[config.mk]
export PLATFORM = sky130hd
export DESIGN_NAME = mark_counter_head_ranged_flat
export DESIGN_NICKNAME = d
export VERILOG_FILES = /design/src/rtl/golomb_pkg.sv /design/src/rtl/mark_counter_head_ranged_if.sv /design/src/rtl/mark_counter_head_ranged.sv /design/src/flat_wrapper.sv
export SDC_FILE = /design/constraint.sdc
export NUM_CORES = 1
export LEC_CHECK = 0
export ABC_AREA = 1
export CAP_MARGIN = 20
export CORE_UTILIZATION = 45
export CTS_CLUSTER_DIAMETER = 100
export DETAILED_ROUTE_END_ITERATION = 10
export GPL_ROUTABILITY_DRIVEN = 1
export PLACE_DENSITY = 0.74
export SLEW_MARGIN = 20
export SYNTH_ARGS = -nofsm -noshare
export SYNTH_HDL_FRONTEND = slang
export SYNTH_SLANG_ARGS = --single-unit
[constraint.sdc]
create_clock -name clock -period 5.05 [get_ports clock]
set_input_delay 1.01 -clock clock [delete_from_list [all_inputs] [get_ports clock]]
set_output_delay 1.01 -clock clock [all_outputs]
set_load 0.01 [all_outputs]
[src/rtl/golomb_pkg.sv]
// golomb_pkg
// Shared types and constants for the mark_counter family.
//   head_state_t : FSM states of the head mark (IDLE, RUN, DONE)
//   MARK_WIDTH   : default mark position width
//   mark_t       : mark position type at the default width
package golomb_pkg;

    localparam int unsigned MARK_WIDTH = 9;

    typedef logic [MARK_WIDTH-1:0] mark_t;

    typedef enum logic [1:0] {
        IDLE = 2'd0,
        RUN  = 2'd1,
        DONE = 2'd2
    } head_state_t;

endpackage : golomb_pkg

[src/rtl/mark_counter_head_ranged_if.sv]
// mark_counter_head_ranged_if
// Host/downstream bundle of the ranged head mark.
//   master modport (host / downstream side):
//     drives load, range_lo, range_hi, next_req
//   slave modport (mark_counter_head_ranged):
//     drives ready, val, nextStartValue, issue, done, load_err
//     and issued_count when MARK_COUNTER_HEAD_STATS_EN is defined
// Optional feature macro: MARK_COUNTER_HEAD_STATS_EN
interface mark_counter_head_ranged_if
    import golomb_pkg::*;
#(
    parameter int unsigned WIDTH = MARK_WIDTH
) ();

    logic             load;
    logic [WIDTH-1:0] range_lo;
    logic [WIDTH-1:0] range_hi;
    logic             next_req;
    logic             ready;
    logic [WIDTH-1:0] val;
    logic [WIDTH-1:0] nextStartValue;
    logic             issue;
    logic             done;
    logic             load_err;
`ifdef MARK_COUNTER_HEAD_STATS_EN
    logic [WIDTH:0]   issued_count;
`endif

    modport master (
        output load, range_lo, range_hi, next_req,
        input  ready, val, nextStartValue, issue, done, load_err
`ifdef MARK_COUNTER_HEAD_STATS_EN
        , input issued_count
`endif
    );

    modport slave (
        input  load, range_lo, range_hi, next_req,
        output ready, val, nextStartValue, issue, done, load_err
`ifdef MARK_COUNTER_HEAD_STATS_EN
        , output issued_count
`endif
    );

endinterface : mark_counter_head_ranged_if

[src/rtl/mark_counter_head_ranged.sv]
// mark_counter_head_ranged
// Head of the mark_counter chain. Owns position 0 and walks a host-loaded
// range [range_lo, range_hi] of first-distance values, handing them one at a
// time to the first downstream mark.
// Ports:
//   clock : system clock
//   reset : asynchronous, active-high reset
//   bus   : mark_counter_head_ranged_if.slave
//           in  load, range_lo, range_hi, next_req
//           out ready, val, nextStartValue, issue, done, load_err
//           out issued_count (only with MARK_COUNTER_HEAD_STATS_EN)
// Optional feature macro: MARK_COUNTER_HEAD_STATS_EN adds a saturating count
// of issue pulses since the last accepted load.
module mark_counter_head_ranged
    import golomb_pkg::*;
#(
    parameter int unsigned WIDTH       = MARK_WIDTH,
    parameter int unsigned RESET_START = 1
) (
    input  logic                        clock,
    input  logic                        reset,
    mark_counter_head_ranged_if.slave   bus
);

    head_state_t      r_state;
    logic [WIDTH-1:0] r_cur;
    logic [WIDTH-1:0] r_hi;
    logic             r_ready;
    logic             r_issue;
    logic             r_done;
    logic             r_load_err;
    logic             w_load_ok;

    // An empty range (lo > hi) or a zero first distance can never be issued.
    assign w_load_ok = (bus.range_lo != '0) && (bus.range_lo <= bus.range_hi);

`ifdef MARK_COUNTER_HEAD_STATS_EN
    logic [WIDTH:0] r_cnt;
`endif

    always_ff @(posedge clock or posedge reset) begin
        if (reset) begin
            r_state    <= IDLE;
            r_cur      <= WIDTH'(RESET_START);
            r_hi       <= '0;
            r_ready    <= 1'b0;
            r_issue    <= 1'b0;
            r_done     <= 1'b0;
            r_load_err <= 1'b0;
`ifdef MARK_COUNTER_HEAD_STATS_EN
            r_cnt      <= '0;
`endif
        end else begin
            r_issue    <= 1'b0;
            r_load_err <= 1'b0;
            case (r_state)
                IDLE, DONE: begin
                    // DONE differs from IDLE only in holding done and the
                    // last issued value; a rejected load leaves both intact.
                    if (bus.load) begin
                        if (w_load_ok) begin
                            r_state <= RUN;
                            r_cur   <= bus.range_lo;
                            r_hi    <= bus.range_hi;
                            r_ready <= 1'b1;
                            r_done  <= 1'b0;
                            r_issue <= 1'b1;
`ifdef MARK_COUNTER_HEAD_STATS_EN
                            r_cnt   <= (WIDTH+1)'(1);
`endif
                        end else begin
                            r_load_err <= 1'b1;
                        end
                    end
                end
                RUN: begin
                    if (bus.next_req) begin
                        // Compare before incrementing so cur never passes hi
                        // and cannot wrap at the top of the range.
                        if (r_cur < r_hi) begin
                            r_cur   <= r_cur + 1'b1;
                            r_issue <= 1'b1;
`ifdef MARK_COUNTER_HEAD_STATS_EN
                            if (r_cnt != '1) begin
                                r_cnt <= r_cnt + 1'b1;
                            end
`endif
                        end else begin
                            r_state <= DONE;
                            r_ready <= 1'b0;
                            r_done  <= 1'b1;
                        end
                    end
                end
                default: begin
                    r_state <= IDLE;
                    r_ready <= 1'b0;
                    r_done  <= 1'b0;
                end
            endcase
        end
    end

    assign bus.val            = '0;
    assign bus.ready          = r_ready;
    assign bus.nextStartValue = r_cur;
    assign bus.issue          = r_issue;
    assign bus.done           = r_done;
    assign bus.load_err       = r_load_err;
`ifdef MARK_COUNTER_HEAD_STATS_EN
    assign bus.issued_count   = r_cnt;
`endif

endmodule : mark_counter_head_ranged

[src/flat_wrapper.sv]
// flat-port wrapper written by rule: the top's interface ports become plain ports
module mark_counter_head_ranged_flat import golomb_pkg::*;
#(
    parameter int unsigned WIDTH       = MARK_WIDTH,
    parameter int unsigned RESET_START = 1
)
  (clock, reset, bus_load, bus_range_lo, bus_range_hi, bus_next_req, bus_ready, bus_val, bus_nextStartValue, bus_issue, bus_done, bus_load_err);
  mark_counter_head_ranged_if #(.WIDTH(WIDTH)) bus_i ();
  input  logic clock;
  input  logic reset;
  input wire logic [$bits(bus_i.load)-1:0] bus_load;
  input wire logic [$bits(bus_i.range_lo)-1:0] bus_range_lo;
  input wire logic [$bits(bus_i.range_hi)-1:0] bus_range_hi;
  input wire logic [$bits(bus_i.next_req)-1:0] bus_next_req;
  output wire logic [$bits(bus_i.ready)-1:0] bus_ready;
  output wire logic [$bits(bus_i.val)-1:0] bus_val;
  output wire logic [$bits(bus_i.nextStartValue)-1:0] bus_nextStartValue;
  output wire logic [$bits(bus_i.issue)-1:0] bus_issue;
  output wire logic [$bits(bus_i.done)-1:0] bus_done;
  output wire logic [$bits(bus_i.load_err)-1:0] bus_load_err;
  assign bus_i.load = bus_load;
  assign bus_i.range_lo = bus_range_lo;
  assign bus_i.range_hi = bus_range_hi;
  assign bus_i.next_req = bus_next_req;
  assign bus_ready = bus_i.ready;
  assign bus_val = bus_i.val;
  assign bus_nextStartValue = bus_i.nextStartValue;
  assign bus_issue = bus_i.issue;
  assign bus_done = bus_i.done;
  assign bus_load_err = bus_i.load_err;
  mark_counter_head_ranged #(.WIDTH(WIDTH), .RESET_START(RESET_START)) u_core (.clock(clock), .reset(reset), .bus(bus_i));
endmodule
; ---- Word level (Yosys, flattened, before mapping)
; Cells that the tools add are included.
[totals]
ff_bits = 24
inputBits = 22
output_inout_bits = 22
[op_classes]
add_sub_neg = 1
order_cmp = 2
n_eq_ne = 7
mux = 28
reduce_logical = 8
[ops]
columns = operator, count
row1 = two-way mux 9 bit, 4
row2 = case mux 9 bit (2 select lines), 1
row3 = two-way mux 1 bit, 15
row4 = adder 9 x 1 -> 9 bit (second input constant), 1
row5 = <= comparator 9 bit, 1
row6 = < comparator 9 bit, 1
row7 = nonzero test 9 bit, 1
row8 = two-way mux 2 bit, 4
row9 = inequality test 2 bit (second input constant), 3
row10 = case mux 1 bit (2 select lines), 3
row11 = AND reduction 5 bit, 1
row12 = inequality test 2 x 1 -> 1 bit (second input constant), 2
row13 = case mux 2 bit (2 select lines), 1
row14 = AND reduction 4 bit, 1
row15 = AND reduction 3 bit, 1
row16 = == test 2 x 1 -> 1 bit (second input constant), 1
row17 = == test 2 bit (second input constant), 1
row18 = logical NOT 2 bit, 1
row19 = nonzero test 2 bit, 1
row20 = OR reduction 2 bit, 1
row21 = logical AND 1 bit, 1

; ---- Depth between registers and ports, before layout
; Gate-level depths: netlist of run 1.
[depth]
depth_word = 5
ltp_mapped = 14
mapped_depth_nobuf = 14

; ---- Least setup slack after synthesis of run 1
; OpenSTA, ideal clock, no wires.
[synth_timing]
kind = input to register
start = in bus_range_hi[8]
end = reg u_core.r_hi[8]
setup_time_ns = 0.126
arrival_ns = 2.170
t_required_ns = 4.924
path_slack_ns = 2.754
path_stages = 11
n_path_buf = 2
cell_sequence = inv_1 ha_1 a21o_1 nor2_1 nand3_1 nand2_1 nand3_2 buf_6 buf_8 nand2_1 o21ai_0
[synth_between]
elab_chain_len = 3
[synth_rtl]
columns = item, line_no
row1 = from (decl), flat_wrapper.sv:13  ; input wire logic [$bits(bus_i.range_hi)-1:0] bus_range_hi;
row2 = <= comparator 9 bit, mark_counter_head_ranged.sv:35  ; assign w_load_ok = (bus.range_lo != '0) && (bus.range_lo <= bus.range_hi);
row3 = logical AND 1 bit, mark_counter_head_ranged.sv:35
row4 = AND reduction 3 bit (no line), n/a
row5 = to (signal assigned), mark_counter_head_ranged.sv:64  ; r_hi <= bus.range_hi;
row6 = to (decl), mark_counter_head_ranged.sv:27  ; logic [WIDTH-1:0] r_hi;
; Several ways; a longest one is shown, not always the timed one.
; A chain may end at the register's enable or synchronous reset.

; ---- Worst setup path in the final report of run 1
[layout_timing]
start = in bus_range_hi[8]
end = reg u_core.r_cur[3] (netlist: u_core.bus.nextStartValue[3])
[layout_between]
elab_chain_len = 4
[layout_rtl]
columns = item, line_no
row1 = <= comparator 9 bit, mark_counter_head_ranged.sv:35
row2 = logical AND 1 bit, mark_counter_head_ranged.sv:35
row3 = inequality test 2 x 1 -> 1 bit (no line), n/a
row4 = AND reduction 5 bit (no line), n/a
row5 = to (signal assigned), mark_counter_head_ranged.sv:44  ; r_cur <= WIDTH'(RESET_START);
row6 = to (signal assigned), mark_counter_head_ranged.sv:63  ; r_cur <= bus.range_lo;
row7 = to (signal assigned), mark_counter_head_ranged.sv:81  ; r_cur <= r_cur + 1'b1;
row8 = to (decl), mark_counter_head_ranged.sv:26  ; logic [WIDTH-1:0] r_cur;
; No other way between the ends.

==> impl_metrics.toml, run 1 <==
[logic_synthesis]
synth_compound_gate_area_share_pct = 7.24
syn-cell-area_um2 = 1730
synth_common_cells = "73 x nand2_1, 35 x inv_1, 21 x dfrtp_1"
synth-simple-area-share_pct = 31.0
syn_area_per_cell_um2 = 7.39
synth-async-reset-ratio_pct = 100
yosysTopAreaCell = "dfrtp_1"
muxShareOfSynthArea_pct = 0
synth_top_family_by_area = "simple AND/OR/NAND/NOR gates"
ys_warn_count = 0
synthDominantCellAreaShare_pct = 30.4
ys_seq_area_share_pct = 31.9
ys_ff_latch = 22
yosysMostFrequentCell = "nand2_1"
synth.distinct_cells = 33
synth_edf_count = 0
synth_flop_cell = "dfrtp_1"
synth_cells = 234
synth_fa_ha_area_share_pct = 13.0
synth_xor_area_share_pct = 2.03
ys_top_cells_by_area = "dfrtp_1 30%, nand2_1 16%, ha_1 13%"

[detailed_routing]
ant_nets = 0
drc = 0
firstDrtPassIters = 4
post_drt_wl_per_cell_um = 10.8
vias_per_cell = 4.80
wl_um = 3400
vias = 1508
drt_iter0_drc = 50

[power_and_ir_drop]
p_leak_nw = 1.09
power_density_nw_per_um2 = 505
vdd_ir_drop_max_v = 0.000167

[critical_path]
critical_path_class = "input port to flip-flop"
cpPeakStageDelay_ps = 500
crit_fanout = 29
cp_data_arrival_time_ps = 3200
cp_cell_sequence = "clkdlybuf4s50_1, inv_1, ha_1, a21o_1, nor2_1, nand3_1, nand2_1, nand3_2, nand2_8, nand2_1, nand2_1"
critPathMostFrequentCell = "nand2_1"
end_kind = "flip-flop"
cp.required_ps = 5250
crit_slowest_cell = "nand3_2"
critPathLaunchType = "input port"

[cts]
postCtsSetupBuffers = 0
cts_resized = 0
clockRootBuffer = "clkbuf_8"
cts_sinks = 22
clock_latency_ps = 260
numCtsBuffers = 3
ctsHoldBuffers = 0
h-tree-depth = 1
tritoncts = "built"
clockBufferDepth = 2
clk_pin_slew_ps = 80

[floorplanning]
design.core.area_um2 = 3660
die_area_um2 = 4090
die_height_um = 64.0
ios = 44
rows = 22
start_util_pct = 47.2
die_w_um = 64.0

[global_route]
grt_pass1_wl_um = 6090
grt_pass1_vias = 1383
grt_overflow_total = 0
grt_use_total_pct = 19.2
grt_max_degree = 30
antenna_found_initial = 0

[hold_path]
hp-class = "flip-flop to flip-flop"

[placement]
gp_congestion = 0.834
dp_hpwl_um = 2760
dpl_cell_area_um2 = 2050
portBuffers = 34
place_ws_ps = 1760

[flow_run]
max-cap-violations = 0

[layout]
finalNetCount = 307
stdcell_area_um2 = 2090
syn_to_final_growth_pct = 20.9
antennaDiodeCount = 0
layout-drive-gt1-share_pct = 5.26
num-fill-cells = 359

[sta]
finalHoldWorstSlack_ps = 490
setup_slack_ps = 2040
worst_pin_slew_ps = 805
rsz0062_at_grt = "false"
max_freq_mhz = 333
post-route-min-period_ps = 3010
setup_tns_ps = 0
hold_viol_final = 0
finalCritPeriodShare_pct = 59.5
drv_slew = 0
worst_clock_skew_ps = 2.29
setup_viol = 0
relSlewSlack_pct = 46.3

[run_status]
status = "completed"
==> cell usage in the layout (no fill, tap or decap), types with 2 or more instances in the layout <==
cell type / instances
dfrtp_1: 21
a21oi_1: 4
xnor2_1: 2
clkdlybuf4s50_1: 34
nor2_1: 9
inv_1: 35
nand3_1: 17
nand2_1: 73
ha_1: 18
clkbuf_8: 3
o21ai_1: 10
a31oi_1: 2
o21ai_0: 7
conb_1: 9
nor3_2: 2
xor2_1: 2
nand3_2: 2
inv_2: 2
nand4_1: 2
==> registers in the layout (all words and copies together), names as in the netlist <==
| name | flops |
|---|---|
| u_core.bus.nextStartValue | 9 |
| u_core.bus.issue | 1 |
| u_core.bus.load_err | 1 |
| u_core.r_hi | 9 |
| u_core.r_state | 2 |
==> critical path: cells and delay by family <==
kind | cells | cell delay [ps]
and+or+nand+nor | 7 | 1240
buffers and inverters | 2 | 500
adders and majority gates | 1 | 300
AOI/OAI and AO/OA | 1 | 160
==> area by class of cell <==
cell class / instances / area [µm²] / share of cell area, %
multi-input combinational: 169 / 955 / 45.7
sequential: 22 / 552 / 26.4
timing repair buffer: 34 / 340 / 16.3
inverter: 37 / 139 / 6.64
tap: 48 / 60.1 / 2.87
clock buffer: 4 / 45.0 / 2.15
==> cells by family after synthesis <==
group	Yosys count
compound gates	24
xor+xnor	4
fa+ha+maj	18
buf+inv	51
flops	22
other cells	1
simple gates	114
==> layer usage <==
layer  global-route usage, %  wire (µm)  part of all wire, %
met2                    30.7       1540                   45
met5                       0          0                    0
met3                    1.61         89                  2.6
met1                    26.9       1720                   51
met4                    6.82         51                  1.5
==> worst paths after layout <==
kind / startpoint / endpoint / slack [ps] / cells after the start
max: bus_range_hi[8] / u_core.bus.nextStartValue[3] / 2040 / 11
min: u_core.r_hi[8] / u_core.r_hi[8] / 490 / 2
max reg2reg: u_core.bus.nextStartValue[6] / u_core.bus.nextStartValue[3] / 2970 / 9
min reg2reg: u_core.r_hi[8] / u_core.r_hi[8] / 490 / 2
max in group asynchronous: reset / u_core.r_hi[2] / 3340 / 2
min in group asynchronous: reset / u_core.bus.nextStartValue[6] / 1210 / 2
==> report_power, final <==
group          internal (mW)  total [mW]  switching [mW]
clock                 0.0562       0.111          0.0545
combinational          0.268       0.592           0.323
sequential             0.263       0.353          0.0904
==> through the flow <==
stage          total power, mW  utilization (%)  instances
2_1_floorplan            0.765                -        242
3_3_place_gp             0.932             55.9        310
4_1_cts                   1.06             57.1        314
6_report                  1.06             57.1        314
5_1_grt                   1.17             57.1        314
3_5_place_dp             0.947             55.9        310
No activity file was read; power rests on OpenSTA's default activity.
==> run 2, diff against run 1 <==
==> constraint.sdc (replaced) <==
create_clock -name clock -period 2.9 [get_ports clock]
set_input_delay 0.58 -clock clock [delete_from_list [all_inputs] [get_ports clock]]
set_output_delay 0.58 -clock clock [all_outputs]
set_load 0.01 [all_outputs]
==> impl_metrics.toml, run 2 (synthesized netlist as in run 1, its figures left out) <==
[placement]
portBuffers = 34
dp_cells = 312
dp_hpwl_um = 2920
gp_congestion = 0.872
place_ws_ps = 391

[cts]
clock_latency_ps = 260
clk_pin_slew_ps = 80
clockBufferDepth = 2
h-tree-depth = 1
tritoncts = "built"
clockRootBuffer = "clkbuf_8"
cts_sinks = 22
cts_resized = 0
numCtsBuffers = 3
ctsHoldBuffers = 0
postCtsSetupBuffers = 0

[floorplanning]
ios = 44
die_height_um = 64.0
die_w_um = 64.0
rows = 22
design.core.area_um2 = 3660
start_util_pct = 47.2
die_area_um2 = 4090

[detailed_routing]
drc = 0
wl_um = 3610
post_drt_wl_per_cell_um = 11.4
ant_nets = 0
vias_per_cell = 4.80
vias = 1517
firstDrtPassIters = 4
drt_iter0_drc = 97

[power_and_ir_drop]
switching_share_pct = 44.9
p_comb_share_pct = 55.7
p_switching_mw = 0.839
seqPwrFrac_pct = 33.5
p_leak_nw = 1.10
clkPwrFrac_pct = 10.8
power_density_nw_per_um2 = 887
vdd_ir_drop_max_v = 0.000274
p_int_mw = 1.03

[layout]
finalNetCount = 309
layout_commonest_cell = "nand2_1"
layout.cells.non_filler = 316
final_cell_mix = "73 x nand2_1, 35 x inv_1, 34 x clkdlybuf4s50_1"
layout-drive-gt1-share_pct = 5.97
syn_to_final_growth_pct = 21.8
antennaDiodeCount = 0
postLayoutCoreUtil_pct = 57.5

[critical_path]
cp.required_ps = 3060
critPathMostFrequentCell = "nand2_1"
end_kind = "flip-flop"
crit_slowest_cell = "clkdlybuf4s50_1"
r2r_setup_slack_ps = 800
cpPeakStageDelay_ps = 450
cp_cell_sequence = "clkdlybuf4s50_1, inv_1, ha_1, nand2_1, nor2_2, nand3b_1, nand3_1, nand2_1, nand3_2, buf_4, nand2_8, nand2_1, nand2_1"
critPathLaunchType = "input port"
crit_fanout = 11
critical_path_class = "input port to flip-flop"
cp_top_family = "simple AND/OR/NAND/NOR gates"
path_buf_inv = 3
cp_data_arrival_time_ps = 2390

[run_status]
status = "completed"

[sta]
setup_tns_ps = 0
setup_slack_ps = 674
hold_viol_final = 0
max_freq_mhz = 449
relSlewSlack_pct = 43.3
worst_pin_slew_ps = 849
finalCritPeriodShare_pct = 76.8
drv_slew = 0
worst_clock_skew_ps = 5.37
rsz0062_at_grt = "false"
setup_viol = 0
post-route-min-period_ps = 2230

[global_route]
grt_use_total_pct = 19.7
grt_pass1_vias = 1383
grt_overflow_total = 0
grt_max_degree = 23
antenna_found_initial = 0
grt_pass1_wl_um = 6220

[flow_run]
max-cap-violations = 0

[hold_path]
hp-class = "flip-flop to flip-flop"
-- run 2: area by class of cell --
class | instances | area [µm²]
clock buffers | 4 | 45.0
fillers | 338 | 1560
inverters | 37 | 139
multi-input cells | 169 | 955
flip-flops and latches | 22 | 552
well taps | 48 | 60.1
repair buffers | 36 | 355
-- run 2: power groups by stage --
stage	registers (mW)	clock network [mW]	logic (mW)
global placement	0.624	0	1.01
finish	0.626	0.201	1.04
global route	0.648	0.223	1.20
detailed placement	0.628	0	1.04
floorplan	0.627	0	0.706
CTS	0.623	0.201	1.04
-- run 2: per-stage QoR --
stage | area, µm² | hold slack (ps) | power (mW)
after detailed placement | 2060 | 478 | 1.67
after global placement | 2060 | 469 | 1.64
final | 2110 | 496 | 1.87
after CTS | 2110 | 499 | 1.87
after floorplan | 1760 | 453 | 1.33
after global routing | 2110 | 528 | 2.07
-- run 2: worst register-to-register path: cells and delay by family, from the launching register on --
kind / cells / cell delay (ps)
AOI/OAI and AO/OA: 1 / 220
adders and majority gates: 1 / 340
buffers and inverters: 1 / 40
DFF: 1 / 450
and+or+nand+nor: 6 / 990
-- run 2: worst paths after layout --
| path | from | endpoint | cells past startpoint |
|---|---|---|---|
| worst max-delay path | bus_range_hi[8] | u_core.bus.nextStartValue[4] | 13 |
| worst min-delay path | u_core.r_hi[7] | u_core.r_hi[7] | 2 |
| worst max register to register | u_core.bus.nextStartValue[8] | u_core.bus.nextStartValue[4] | 9 |
| worst min register to register | u_core.r_hi[7] | u_core.r_hi[7] | 2 |
| max in group asynchronous | reset | u_core.bus.nextStartValue[2] | 2 |
| min in group asynchronous | reset | u_core.bus.nextStartValue[8] | 2 |
-- run 2: routing by layer --
metal | GRT usage, % | up-vias | wire length, µm
met5 | 0 | - | 0
met4 | 7.67 | 0 | 82
met3 | 2.32 | 8 | 167
met2 | 31.4 | 49 | 1580
met1 | 26.9 | 669 | 1780
li1 | - | 791 | -
==> run 3, diff against run 2 <==
--- a/config.mk
+++ b/config.mk
@@ -7,11 +7,11 @@
 export LEC_CHECK = 0
 export ABC_AREA = 1
 export CAP_MARGIN = 20
-export CORE_UTILIZATION = 45
+export CORE_UTILIZATION = 44
 export CTS_CLUSTER_DIAMETER = 100
 export DETAILED_ROUTE_END_ITERATION = 10
 export GPL_ROUTABILITY_DRIVEN = 1
-export PLACE_DENSITY = 0.74
+export PLACE_DENSITY = 0.76
 export SLEW_MARGIN = 20
 export SYNTH_ARGS = -nofsm -noshare
 export SYNTH_HDL_FRONTEND = slang
==> constraint.sdc (replaced) <==
create_clock -name clock -period 1.8 [get_ports clock]
set_input_delay 0.36 -clock clock [delete_from_list [all_inputs] [get_ports clock]]
set_output_delay 0.36 -clock clock [all_outputs]
set_load 0.01 [all_outputs]
==> impl_metrics.toml, run 3 (synthesized netlist as in run 1, its figures left out) <==
[layout]
final_cell_mix = "69 x buf_4, 63 x nand2_1, 25 x inv_1"
syn_to_final_growth_pct = 72.8
layout-drive-gt1-share_pct = 38.7
antennaDiodeCount = 0
ff_latch_area_um2 = 552
num-fill-cells = 230
multi_input_area_um2 = 1180
finalNetCount = 385
layout_commonest_cell = "buf_4"

[placement]
portBuffers = 34
place_ws_ps = -416
gp_congestion = 0.861
dp_hpwl_um = 3120

[cts]
h-tree-depth = 1
cts_sinks = 22
clockRootBuffer = "clkbuf_8"
clk_pin_slew_ps = 90
clock_latency_ps = 260
tritoncts = "built"
numCtsBuffers = 3
clockBufferDepth = 2

[sta]
post-route-min-period_ps = 1860
worst_clock_skew_ps = 9.24
hold_viol_final = 0
finalCritPeriodShare_pct = 103
setup_viol = 1
drv_slew = 0
max_freq_mhz = 538
setup_slack_ps = -57.6
rsz0062_at_grt = "true"

[floorplanning]
design.core.area_um2 = 3720
start_util_pct = 46.5
die_w_um = 64.7
die_height_um = 64.7
rows = 22
ios = 44
die_area_um2 = 4180

[power_and_ir_drop]
vdd_ir_drop_max_v = 0.000485
p_leak_nw = 1.58
power_density_nw_per_um2 = 1380
p_total_mw = 4.13

[global_route]
grt_pass1_wl_um = 8150
grt_pass1_vias = 1765
grt_use_total_pct = 25.4
grt_max_degree = 23
grt_overflow_total = 0
antenna_found_initial = 0

[critical_path]
cp.required_ps = 2000
critPathLaunchType = "flip-flop"
end_kind = "flip-flop"
cp_data_arrival_time_ps = 2060
cp_cell_sequence = "ha_1, nand3_1, nor3_2, nand3_1, nand2_1, nand2_1, o21ai_0, nand2_1, nand2_1"
critPathMostFrequentCell = "nand2_1"
critical_path_class = "flip-flop to flip-flop"
crit_slowest_cell = "dfstp_2"
crit_fanout = 2
cpPeakStageDelay_ps = 540

[detailed_routing]
drc = 0
post_drt_wl_per_cell_um = 14.9
vias_per_cell = 5.29
drt_iter0_drc = 168
wl_um = 5830
firstDrtPassIters = 4
vias = 2073
ant_nets = 0

[flow_run]
max-cap-violations = 0

[run_status]
status = "complete, but fails checks"
failed_checks = "setup timing"

[hold_path]
hp-class = "input port to asynchronous set/reset pin"
## run 3: timing repair
action                                  in CTS  in global routing
gates resized for setup                     32                 44
hold buffers                                 0                  0
hold endpoints to repair                     0                  0
cloned                                       1                  4
endpoints found under the setup margin      22                 20
pin swaps                                    4                 22
buffers inserted                            36                  6
## run 3: layer usage
layer  vias to the layer above  track usage, %  wire, µm
li1                        954               -         -
met1                       972            33.2      2310
met2                       120            44.1      2870
met3                        27            2.46       429
met4                         0            7.78       214
met5                         -               0         0
## run 3: worst paths after layout
path / start / end / slack [ps] / cells past startpoint
hold / removal: reset / u_core.bus.nextStartValue[3] / 430 / 3
setup / recovery: u_core.bus.nextStartValue[0] / u_core.bus.nextStartValue[8] / -60 / 9
setup reg to reg: u_core.bus.nextStartValue[0] / u_core.bus.nextStartValue[8] / -60 / 9
max in group asynchronous: reset / u_core.bus.nextStartValue[0] / 1080 / 3
min in group clock: u_core.r_hi[1] / u_core.r_hi[1] / 500 / 2
hold reg to reg: u_core.r_hi[1] / u_core.r_hi[1] / 500 / 2
## run 3: area by class of cell
type                    instances  share of cell area [%]
multi-input cells             170                    39.7
repair buffers                111                    32.8
flip-flops and latches         22                    18.5
inverters                      37                    4.65
well taps                      48                    2.01
clock buffers                   3                    1.38
clock inverters                 1                    1.01
## run 3: power by group
part | switching [mW] | leakage (nW) | total [mW] | internal [mW]
combinational | 1.42 | 1.27 | 2.73 | 1.31
sequential | 0.193 | 0.273 | 0.931 | 0.739
clock | 0.168 | 0.0357 | 0.465 | 0.297
total | 1.78 | 1.58 | 4.13 | 2.35
## run 3: through the flow
stage	hold slack (ps)	cells	TNS [ps]	utilization, %	area, µm²
floorplan	348	242	0	-	1760
global placement	474	341	-7000	61.6	2290
detailed placement	480	341	-7660	61.6	2290
CTS	436	382	-15.7	72.0	2670
global route	487	392	-387	80.4	2990
finish	434	392	-57.6	80.4	2990
## run 3: worst max-delay path: cells and delay by family, from the launching register on
kind | cells | cell delay [ps]
compound gates | 1 | 220
fa+ha+maj | 1 | 180
flops | 1 | 540
simple gates | 7 | 850
